[config.mk]
export PLATFORM = sky130hd
export DESIGN_NAME = hazard_control_unit
export DESIGN_NICKNAME = d
export VERILOG_FILES = /design/src/rtl/hazard_control_unit.sv
export SDC_FILE = /design/constraint.sdc
export NUM_CORES = 1
export LEC_CHECK = 0
export ABC_CLOCK_PERIOD_IN_PS = 5500
export CELL_PAD_IN_SITES_DETAIL_PLACEMENT = 0
export CELL_PAD_IN_SITES_GLOBAL_PLACEMENT = 1
export CORE_MARGIN = 3
export CORE_UTILIZATION = 38
export DETAILED_ROUTE_END_ITERATION = 10
export MAX_ROUTING_LAYER = met4
export PLACE_DENSITY_LB_ADDON = 0.05
export SLEW_MARGIN = 20
export SYNTH_ARGS = -nofsm -noshare
export SYNTH_HDL_FRONTEND = slang
export SYNTH_SLANG_ARGS = --single-unit
[constraint.sdc]
create_clock -name clk -period 5.5 [get_ports clk]
set_clock_uncertainty 0.05 [all_clocks]
set_input_delay 1.1 -clock clk [delete_from_list [all_inputs] [get_ports clk]]
set_output_delay 1.1 -clock clk [all_outputs]
set_load 0.05 [all_outputs]
[src/rtl/hazard_control_unit.sv]
// Pipeline sequencer: load-use stall, taken-branch flush, MDU occupancy
// with watchdog, and a saturating stall-cycle counter.
//
// Ports:
//   clk, rst_n              clock, async active-low reset
//   id_rs1/id_rs2           source regs of the ID instruction
//   id_uses_rs1/rs2         ID instruction actually reads rs1/rs2
//   id_ex_rd                rd of the instruction in EX
//   id_ex_mem_read          EX instruction is a load
//   ex_mdu_op               EX instruction is an MDU op
//   ex_branch_taken         EX resolved a taken branch/jump
//   mdu_done                MDU result valid pulse
//   pc_en, if_id_en         front-end load enables
//   if_id_flush             IF/ID becomes NOP
//   id_ex_flush             ID/EX becomes NOP
//   ex_hold                 freeze EX, bubble into EX/MEM
//   mdu_go, mdu_err         MDU start pulse, watchdog abort pulse
//   busy                    MDU in flight
//   stall_cycles            saturating count of cycles with pc_en==0
module hazard_control_unit #(
  parameter int STALL_CNT_W = 32,
  parameter int MDU_TIMEOUT = 64
) (
  input  logic                   clk,
  input  logic                   rst_n,
  input  logic [4:0]             id_rs1,
  input  logic [4:0]             id_rs2,
  input  logic                   id_uses_rs1,
  input  logic                   id_uses_rs2,
  input  logic [4:0]             id_ex_rd,
  input  logic                   id_ex_mem_read,
  input  logic                   ex_mdu_op,
  input  logic                   ex_branch_taken,
  input  logic                   mdu_done,
  output logic                   pc_en,
  output logic                   if_id_en,
  output logic                   if_id_flush,
  output logic                   id_ex_flush,
  output logic                   ex_hold,
  output logic                   mdu_go,
  output logic                   mdu_err,
  output logic                   busy,
  output logic [STALL_CNT_W-1:0] stall_cycles
);

  localparam int WW = $clog2(MDU_TIMEOUT);

  typedef enum logic {
    RUN      = 1'b0,
    MDU_BUSY = 1'b1
  } state_e;

  state_e                 state_q, state_d;
  logic [WW-1:0]          wait_cnt_q, wait_cnt_d;
  logic [STALL_CNT_W-1:0] stall_q, stall_d;
  logic                   load_use;
  logic                   timeout;

  // x0 is hardwired zero, so a load targeting it never blocks a reader.
  assign load_use = id_ex_mem_read && (id_ex_rd != 5'd0) &&
    ((id_uses_rs1 && (id_rs1 == id_ex_rd)) ||
     (id_uses_rs2 && (id_rs2 == id_ex_rd)));

  assign timeout = (wait_cnt_q == WW'(MDU_TIMEOUT - 1));

  always_comb begin
    state_d     = state_q;
    wait_cnt_d  = wait_cnt_q;
    pc_en       = 1'b1;
    if_id_en    = 1'b1;
    if_id_flush = 1'b0;
    id_ex_flush = 1'b0;
    ex_hold     = 1'b0;
    mdu_go      = 1'b0;
    mdu_err     = 1'b0;
    busy        = 1'b0;
    unique case (state_q)
      RUN: begin
        if (ex_branch_taken) begin
          if_id_flush = 1'b1;
          id_ex_flush = 1'b1;
        end else if (ex_mdu_op) begin
          mdu_go     = 1'b1;
          pc_en      = 1'b0;
          if_id_en   = 1'b0;
          ex_hold    = 1'b1;
          wait_cnt_d = WW'(1);
          state_d    = MDU_BUSY;
        end else if (load_use) begin
          pc_en       = 1'b0;
          if_id_en    = 1'b0;
          id_ex_flush = 1'b1;
        end
      end
      MDU_BUSY: begin
        busy     = 1'b1;
        pc_en    = 1'b0;
        if_id_en = 1'b0;
        if (mdu_done) begin
          state_d = RUN;
        end else if (timeout) begin
          // Abort: drop the stuck op by bubbling ID/EX.
          mdu_err     = 1'b1;
          id_ex_flush = 1'b1;
          state_d     = RUN;
        end else begin
          ex_hold    = 1'b1;
          wait_cnt_d = wait_cnt_q + WW'(1);
        end
      end
      default: state_d = RUN;
    endcase
  end

  always_comb begin
    stall_d = stall_q;
    if (!pc_en && (stall_q != '1))
      stall_d = stall_q + 1'b1;
  end

  assign stall_cycles = stall_q;

  always_ff @(posedge clk or negedge rst_n) begin
    if (!rst_n) begin
      state_q    <= RUN;
      wait_cnt_q <= '0;
      stall_q    <= '0;
    end else begin
      state_q    <= state_d;
      wait_cnt_q <= wait_cnt_d;
      stall_q    <= stall_d;
    end
  end

endmodule

Word-level counts from Yosys, hierarchy flattened
Cells that the tools add are included.
{"block": "op_classes", "order_cmp": 0, "n_addsub": 2, "n_reduce_logical": 9, "eq_ne": 8, "n_div": 0, "n_mux": 25, "mul": 0, "n_shift": 0, "n_bitwise": 1}
{"cell": "adder 32 x 1 -> 32 bit, second input constant", "count": 1}
{"cell": "!= test 32 bit, second input constant", "count": 1}
{"cell": "2-to-1 mux 6 bit", "count": 4}
{"cell": "2-to-1 mux 1 bit", "count": 17}
{"cell": "one-hot mux 6 bit (2 select lines)", "count": 1}
{"cell": "equality test 5 bit", "count": 2}
{"cell": "!= test 2 bit, second input constant", "count": 4}
{"cell": "adder 6 x 1 -> 6 bit, second input constant", "count": 1}
{"cell": "equality test 6 bit, second input constant", "count": 1}
{"cell": "one-hot mux 1 bit (2 select lines)", "count": 3}
{"cell": "logical AND 1 bit", "count": 5}
{"cell": "nonzero test 5 bit", "count": 1}
{"cell": "AND reduction 4 bit", "count": 1}
{"cell": "logical NOT 1 bit", "count": 1}
{"cell": "logical OR 1 bit", "count": 1}
{"cell": "NOT 1 bit", "count": 1}
{"block": "word_totals", "input_bits": 23, "memories": 0, "regBits": 39, "romBits": 0, "latchBits": 0, "wordCells": 48, "ram_bits": 0}

Longest topological paths before layout
Gate-level depths: netlist of run 1.
{"block": "depth", "depth_word": 10, "ltp_mapped": 9}

Least setup slack after synthesis of run 1
Ideal clock, no wire load.
{"block": "synth_timing", "path_type": "input to output", "startpoint": "input port ex_branch_taken", "endpoint": "output port ex_hold", "n_path_buf": 0, "slack_ns": 1.379, "cell_stages": 3, "arrival_time_ns": 2.971, "required_time_ns": 4.350, "cell_sequence": "nor3_1 nor2_1 inv_1"}
{"block": "synth_between", "elab_chain_len": 2}
{"item": "start: declaration", "line_no": "33", "source": "input logic ex_branch_taken,"}
{"item": "2-to-1 mux 1 bit", "line_no": "79", "source": "if (ex_branch_taken) begin"}
{"item": "one-hot mux 1 bit (2 select lines)", "line_no": "77", "source": "unique case (state_q)"}
{"item": "end: declaration", "line_no": "39", "source": "output logic ex_hold,"}
No other way between the ends.

Worst setup path in the final report of run 1
{"block": "layout_timing", "startpoint": "input port id_ex_rd[1]", "endpoint": "output port if_id_en"}
{"block": "layout_between", "elab_chain_len": 8, "word_cells_on_any_way": 12}
{"item": "start: declaration", "line_no": "30", "source": "input logic [4:0] id_ex_rd,"}
{"item": "equality test 5 bit (on tied branches)", "line_no": "61, 62"}
{"item": "logical AND 1 bit (on tied branches)", "line_no": "61, 62"}
{"item": "logical OR 1 bit", "line_no": "61", "source": "((id_uses_rs1 && (id_rs1 == id_ex_rd)) ||"}
{"item": "logical AND 1 bit *", "line_no": "60", "source": "assign load_use = id_ex_mem_read && (id_ex_rd != 5'd0) &&"}
{"item": "2-to-1 mux 1 bit *", "line_no": "89", "source": "end else if (load_use) begin"}
{"item": "2-to-1 mux 1 bit *", "line_no": "82", "source": "end else if (ex_mdu_op) begin"}
{"item": "2-to-1 mux 1 bit *", "line_no": "79"}
{"item": "one-hot mux 1 bit (2 select lines) *", "line_no": "77"}
{"item": "end: declaration", "line_no": "36", "source": "output logic if_id_en,"}
Every way passes the cells marked *; elsewhere a longest branch is shown, timed or not.

==> results.toml, run 1 <==
[status]
status = "finished, final reports clean"

[synthesis]
syn-mean-instance-area_um2 = 10.3
syn-num-nets = 225
netlist_instances = 200
synth-xor-area-share = 0.187
yosysMostFrequentCell = "dfrtp_1"
syn-cell-area_um2 = 2060
ys_seq_area_frac = 0.474
synthArstFlopShare = 1.00
ys_types = 34
synth_top_family_by_area = "simple AND/OR/NAND/NOR gates"
synth_compound_area_frac = 0.0383
yosys.area_share.simple = 0.261
synthMuxAreaShare = 0
synthFlopType = "dfrtp_1"
yosys_warnings = 0
synthAdderAreaFrac = 0.0122
synth_edf_count = 0
synth_top_area_share = 0.474
synth_area_leaders = "dfrtp_1 47%, xnor2_1 16%, nand4_1 5.2%"
synthTopCellsByCount = "39 x dfrtp_1, 38 x xnor2_1, 17 x nand2_1, 17 x nand3_1, 17 x nand4_1"
synth-seq-cells = 39
synth_area_leader_cell = "dfrtp_1"

[worst_setup_path]
cp-end-kind = "output pin"
critPathMaxFanout = 5
arrival_ps = 3680
cp.required_ps = 4350
worstSetupStartpointType = "input port"
crit_type = "in -> out"

[global_routing]
gr-usage-all-layers = 0.161
grt_start_max_net_pins = 40
grt_antenna_before_repair = 0
grt-ovfl-total = 0
grt_pass1_wl_um = 7870
grt_pass1_vias = 1721

[floorplan]
rows = 26
coreArea_um2 = 5170
io_pins = 63
start_util = 0.398
chipHeight_um = 79.6
die_x_um = 79.6
die_area_um2 = 6340

[sta]
finalCritPeriodShare = 0.878
max_slew_margin = 0.409
hold_viol = 0
period_minus_slack_ps = 4830
tightest_slew_ps = 887
fmax_mhz = 207
setup_viol = 0
rsz0062_at_grt = "false"
setup_tns_ps = 0
finalWorstSetupSlack_ps = 669
drv_slew = 0

[pwr]
total_power_mw = 0.856
leakagePower_nw = 1.15
power.density_nw_per_um2 = 301
vdd_drop_max_mv = 0.206

[place]
dpl.hpwl_um = 3410
place.gp.congestion = 0.773
place_area_um2 = 2730
dp_slack_ps = 658
port_buffers = 62

[final_layout]
drive_gt1_frac = 0.0752
design_area_um2 = 2840
synthToLayoutAreaGrowth_pct = 38.0
antenna_cells = 0
fin_nets = 290

[clocking]
cts-root-buf = "clkbuf_8"
clk_latency_ps = 300
postCtsSetupBuffers = 0
clock_sinks = 39
htree_levels = 2
cts.clk_slew.worst_paths_ps = 80
cts_buffers = 5
cts_resized = 0
cts_tree = "built"
cts-hold-fix-buffers = 0
clock_path_buffers = 2

[flow_run]
maxCapViolCount = 0

[routing]
viasPerCell = 5.01
drc = 0
dr_total_vias = 1682
drt_iter0_markers = 80
drt-wirelength-per-cell_um = 13.6
wl_um = 4590
antenna_left = 0
dr.pass1.iters = 4

[hold_path]
hold_path.class = "reg -> reg"
cells in the final DEF, fill, tap and decap left out:
cell and instances:
or4_1 1, a31oi_1 2, xnor2_1 38, buf_4 1, and2_2 1, nand3b_1 1, nand2_1 17, nor3_1 3
o21ai_0 1, clkinv_2 1, clkbuf_8 5, and3_1 7, buf_2 1, xor2_1 6, nor2_1 15, o22ai_1 2
inv_1 4, nand2b_1 2, nor2b_1 1, ha_1 2, nand3_1 17, and4_1 4, nor3b_1 1, a21oi_1 3
bufinv_16 1, nor2_4 1, nor4_4 1, clkinv_4 1, or2_2 2, o21ai_1 1, nor2_2 1, and3_2 1
dfrtp_1 39, nand4_2 2, a211oi_4 1, nand4_1 17, o32ai_1 1, clkdlybuf4s50_1 61
report_power, final:
| group | leakage, nW | switching [mW] | total [mW] | internal [mW] |
|---|---|---|---|---|
| Clock | 0.0581 | 0.107 | 0.242 | 0.135 |
| Sequential | 0.527 | 0.0368 | 0.354 | 0.317 |
| Combinational | 0.560 | 0.163 | 0.260 | 0.0969 |
sequential cells by signal, summed over array words and instances, names as in the netlist:
signal / flops
wait_cnt_q: 6
stall_cycles: 32
state_q: 1
stage by stage:
| step | utilization | hold slack, ps | cells |
|---|---|---|---|
| 6_report | 0.549 | 446 | 336 |
| 2_1_floorplan | - | 418 | 200 |
| 3_5_place_dp | 0.528 | 431 | 328 |
| 4_1_cts | 0.549 | 448 | 336 |
| 3_3_place_gp | 0.528 | 429 | 328 |
| 5_1_grt | 0.549 | 478 | 336 |
cell families after synthesis:
logic type               Yosys count
XOR/XNOR                          44
adder cells (fa/ha/maj)            2
flip-flops                        39
AND/OR/NAND/NOR                   95
buffers and inverters              9
AO/OA/AOI/OAI                     11
path summary, 6_finish.rpt:
kind	startpoint	to	slack [ps]	cells after the start
worst min register to register	stall_cycles[28]$_DFFE_PN0P_	stall_cycles[28]$_DFFE_PN0P_	450	1
min in group asynchronous	rst_n	stall_cycles[5]$_DFFE_PN0P_	860	1
worst max register to register	stall_cycles[3]$_DFFE_PN0P_	stall_cycles[27]$_DFFE_PN0P_	3050	7
worst min-delay path	stall_cycles[28]$_DFFE_PN0P_	stall_cycles[28]$_DFFE_PN0P_	450	1
worst max-delay path	id_ex_rd[1]	if_id_en	670	7
max in group asynchronous	rst_n	wait_cnt_q[0]$_DFFE_PN0P_	3960	1
cell type report:
cell class              instances  area, um2
fillers                       472       2330
multi-input cells             152       1030
flip-flops and latches         39        976
repair buffers                 63        623
well taps                      70       87.6
clock buffers                   5       68.8
clock inverters                 3       43.8
inverters                       4       15.0
routing by layer:
metal / global-route usage / part of all wire
met3: 0.0429 / 0.055
met4: 0.0309 / 0.0041
met5: - / 0
met1: 0.210 / 0.48
met2: 0.254 / 0.46
worst max-delay path, stage by stage:
cell and delay (ps):
clkdlybuf4s50_1 460, or4_1 540, o21ai_1 130, inv_1 90, a211oi_4 360, or2_2 200
clkdlybuf4s50_1 800
(Power assumes the default switching activity.)
==> run 2: changes to the inputs <==
- GPL_ROUTABILITY_DRIVEN: unset -> 0
- REMOVE_ABC_BUFFERS: unset -> 1
==> run 2 against run 1 <==
Worst hold slack got worse by 7.5 ps. Non-clock buffer count unchanged. Final area fell by 0.35%. Highest routed layer unchanged. Utilization decreased by 0.19 points. Routed wire length fell by 3.6%. Maximum frequency is 0.50% higher. Power is 1.6% lower. Count of clock-buffer cells in the layout is 1 higher. Critical path type unchanged. Critical endpoint is now pc_en. Setup slack improved by 24 ps.
==> results.toml, run 2 (synthesis results as in run 1) <==
[status]
status = "finished, final reports clean"

[worst_setup_path]
critPathMaxFanout = 5
path_cells = "clkdlybuf4s50_1 -> or4_1 -> o21ai_1 -> inv_1 -> a211oi_4 -> or2_2 -> clkdlybuf4s50_1"
worstSetupStartpointType = "input port"
cpPeakStageDelay_ps = 800
critPathTopFamily = "buffers and inverters"
worst-path-buf-inv = 3
crit_type = "in -> out"
cp_common_cell = "clkdlybuf4s50_1"
cp.required_ps = 4350
cp-end-kind = "output pin"
r2r_slack_ps = 3070
arrival_ps = 3660
cp_slowest_cell = "clkdlybuf4s50_1"

[sta]
finalCritPeriodShare = 0.874
hold_viol = 0
fmax_mhz = 208
setup_tns_ps = 0
setup_viol = 0
period_minus_slack_ps = 4810
rsz0062_at_grt = "false"
drv_slew = 0
max_slew_margin = 0.427
tightest_slew_ps = 859

[clocking]
clock_sinks = 39
cts-root-buf = "clkbuf_8"
cts_buffers = 5
cts-hold-fix-buffers = 0
htree_levels = 2
postCtsSetupBuffers = 0
cts_resized = 0
clk_latency_ps = 290
cts_tree = "built"
clock_path_buffers = 2
cts.clk_slew.worst_paths_ps = 70

[pwr]
comb_power_share = 0.308
swShare = 0.350
p_int_mw = 0.547
p_sw_mw = 0.294
p_clk_frac = 0.271
vdd_drop_max_mv = 0.139
power.density_nw_per_um2 = 297
p_seq_frac = 0.421
leakagePower_nw = 1.14

[floorplan]
die_x_um = 79.6
die_area_um2 = 6340
chipHeight_um = 79.6
io_pins = 63
rows = 26
start_util = 0.398
coreArea_um2 = 5170

[final_layout]
layout_common_cells = "61 x clkdlybuf4s50_1, 39 x dfrtp_1, 38 x xnor2_1"
synthToLayoutAreaGrowth_pct = 37.5
fin_nets = 290
antenna_cells = 0
stdcell_count = 335
drive_gt1_frac = 0.0679
final_common_cell = "clkdlybuf4s50_1"
largest_register_ffs = 32

[routing]
viasPerCell = 4.96
wl_um = 4420
antenna_left = 0
drc = 0
drt_iter0_markers = 43
dr_total_vias = 1661
dr.pass1.iters = 4
drt-wirelength-per-cell_um = 13.2

[place]
dp_cells = 328
port_buffers = 62
dpl.hpwl_um = 3340

[global_routing]
grt_antenna_before_repair = 0
grt-ovfl-total = 0
grt_pass1_wl_um = 7940
grt_pass1_vias = 1694
gr-usage-all-layers = 0.160
grt_start_max_net_pins = 40

[hold_path]
hold_path.class = "reg -> reg"

[flow_run]
maxCapViolCount = 0
## run 2: cell types whose count changed in the layout (fill, tap and decap cells not counted), sizes merged
cell    delta
clkinv     -2
clkbuf     +1
## run 2: power groups by stage
| stage | Sequential (mW) | Combinational (mW) | Clock (mW) |
|---|---|---|---|
| CTS | 0.355 | 0.263 | 0.233 |
| global placement | 0.361 | 0.261 | 0 |
| finish | 0.354 | 0.259 | 0.228 |
| detailed placement | 0.361 | 0.263 | 0 |
| global route | 0.361 | 0.282 | 0.246 |
| floorplan | 0.431 | 0.0912 | 0 |
## run 2: final cells by class
cell class,count,area [um2]
fill,475,2340
multi-input combinational,152,1030
sequential,39,976
timing repair buffer,63,623
tap,70,87.6
clock buffer,6,72.6
clock inverter,1,30.0
inverter,4,15.0
## run 2: path summary, 6_finish.rpt
path | startpoint | end | depth (start not counted)
worst min register to register | stall_cycles[6]$_DFFE_PN0P_ | stall_cycles[6]$_DFFE_PN0P_ | 1
worst max register to register | stall_cycles[3]$_DFFE_PN0P_ | stall_cycles[31]$_DFFE_PN0P_ | 7
worst max-delay path | id_ex_rd[1] | pc_en | 7
worst min-delay path | stall_cycles[6]$_DFFE_PN0P_ | stall_cycles[6]$_DFFE_PN0P_ | 1
max in group asynchronous | rst_n | stall_cycles[11]$_DFFE_PN0P_ | 1
min in group asynchronous | rst_n | stall_cycles[6]$_DFFE_PN0P_ | 1
## run 2: worst reg2reg max path: cells and delay by family, from the launching register on
| kind | cells | cell delay [ps] |
|---|---|---|
| and+or+nand+nor | 5 | 1530 |
| AOI/OAI and AO/OA | 1 | 110 |
| xor gates and xnor gates | 1 | 180 |
| DFF | 1 | 440 |
## run 2: through the flow
step                worst slack (ps)  hold WS, ps  instance area [um2]  total power [mW]   util
CTS                              663          452                 2830             0.851  0.547
finish                           693          439                 2830             0.842  0.547
floorplan                       1380          418                 2020             0.522      -
global placement                 687          428                 2730             0.622  0.528
global route                     584          470                 2830             0.890  0.547
detailed placement               669          439                 2730             0.623  0.528
## run 2: layer usage
layer	up-vias	routed length (um)	track usage
met5	-	0	-
met4	0	41	0.0361
met2	48	1950	0.252
met1	786	2190	0.210
met3	5	238	0.0384
li1	822	-	-
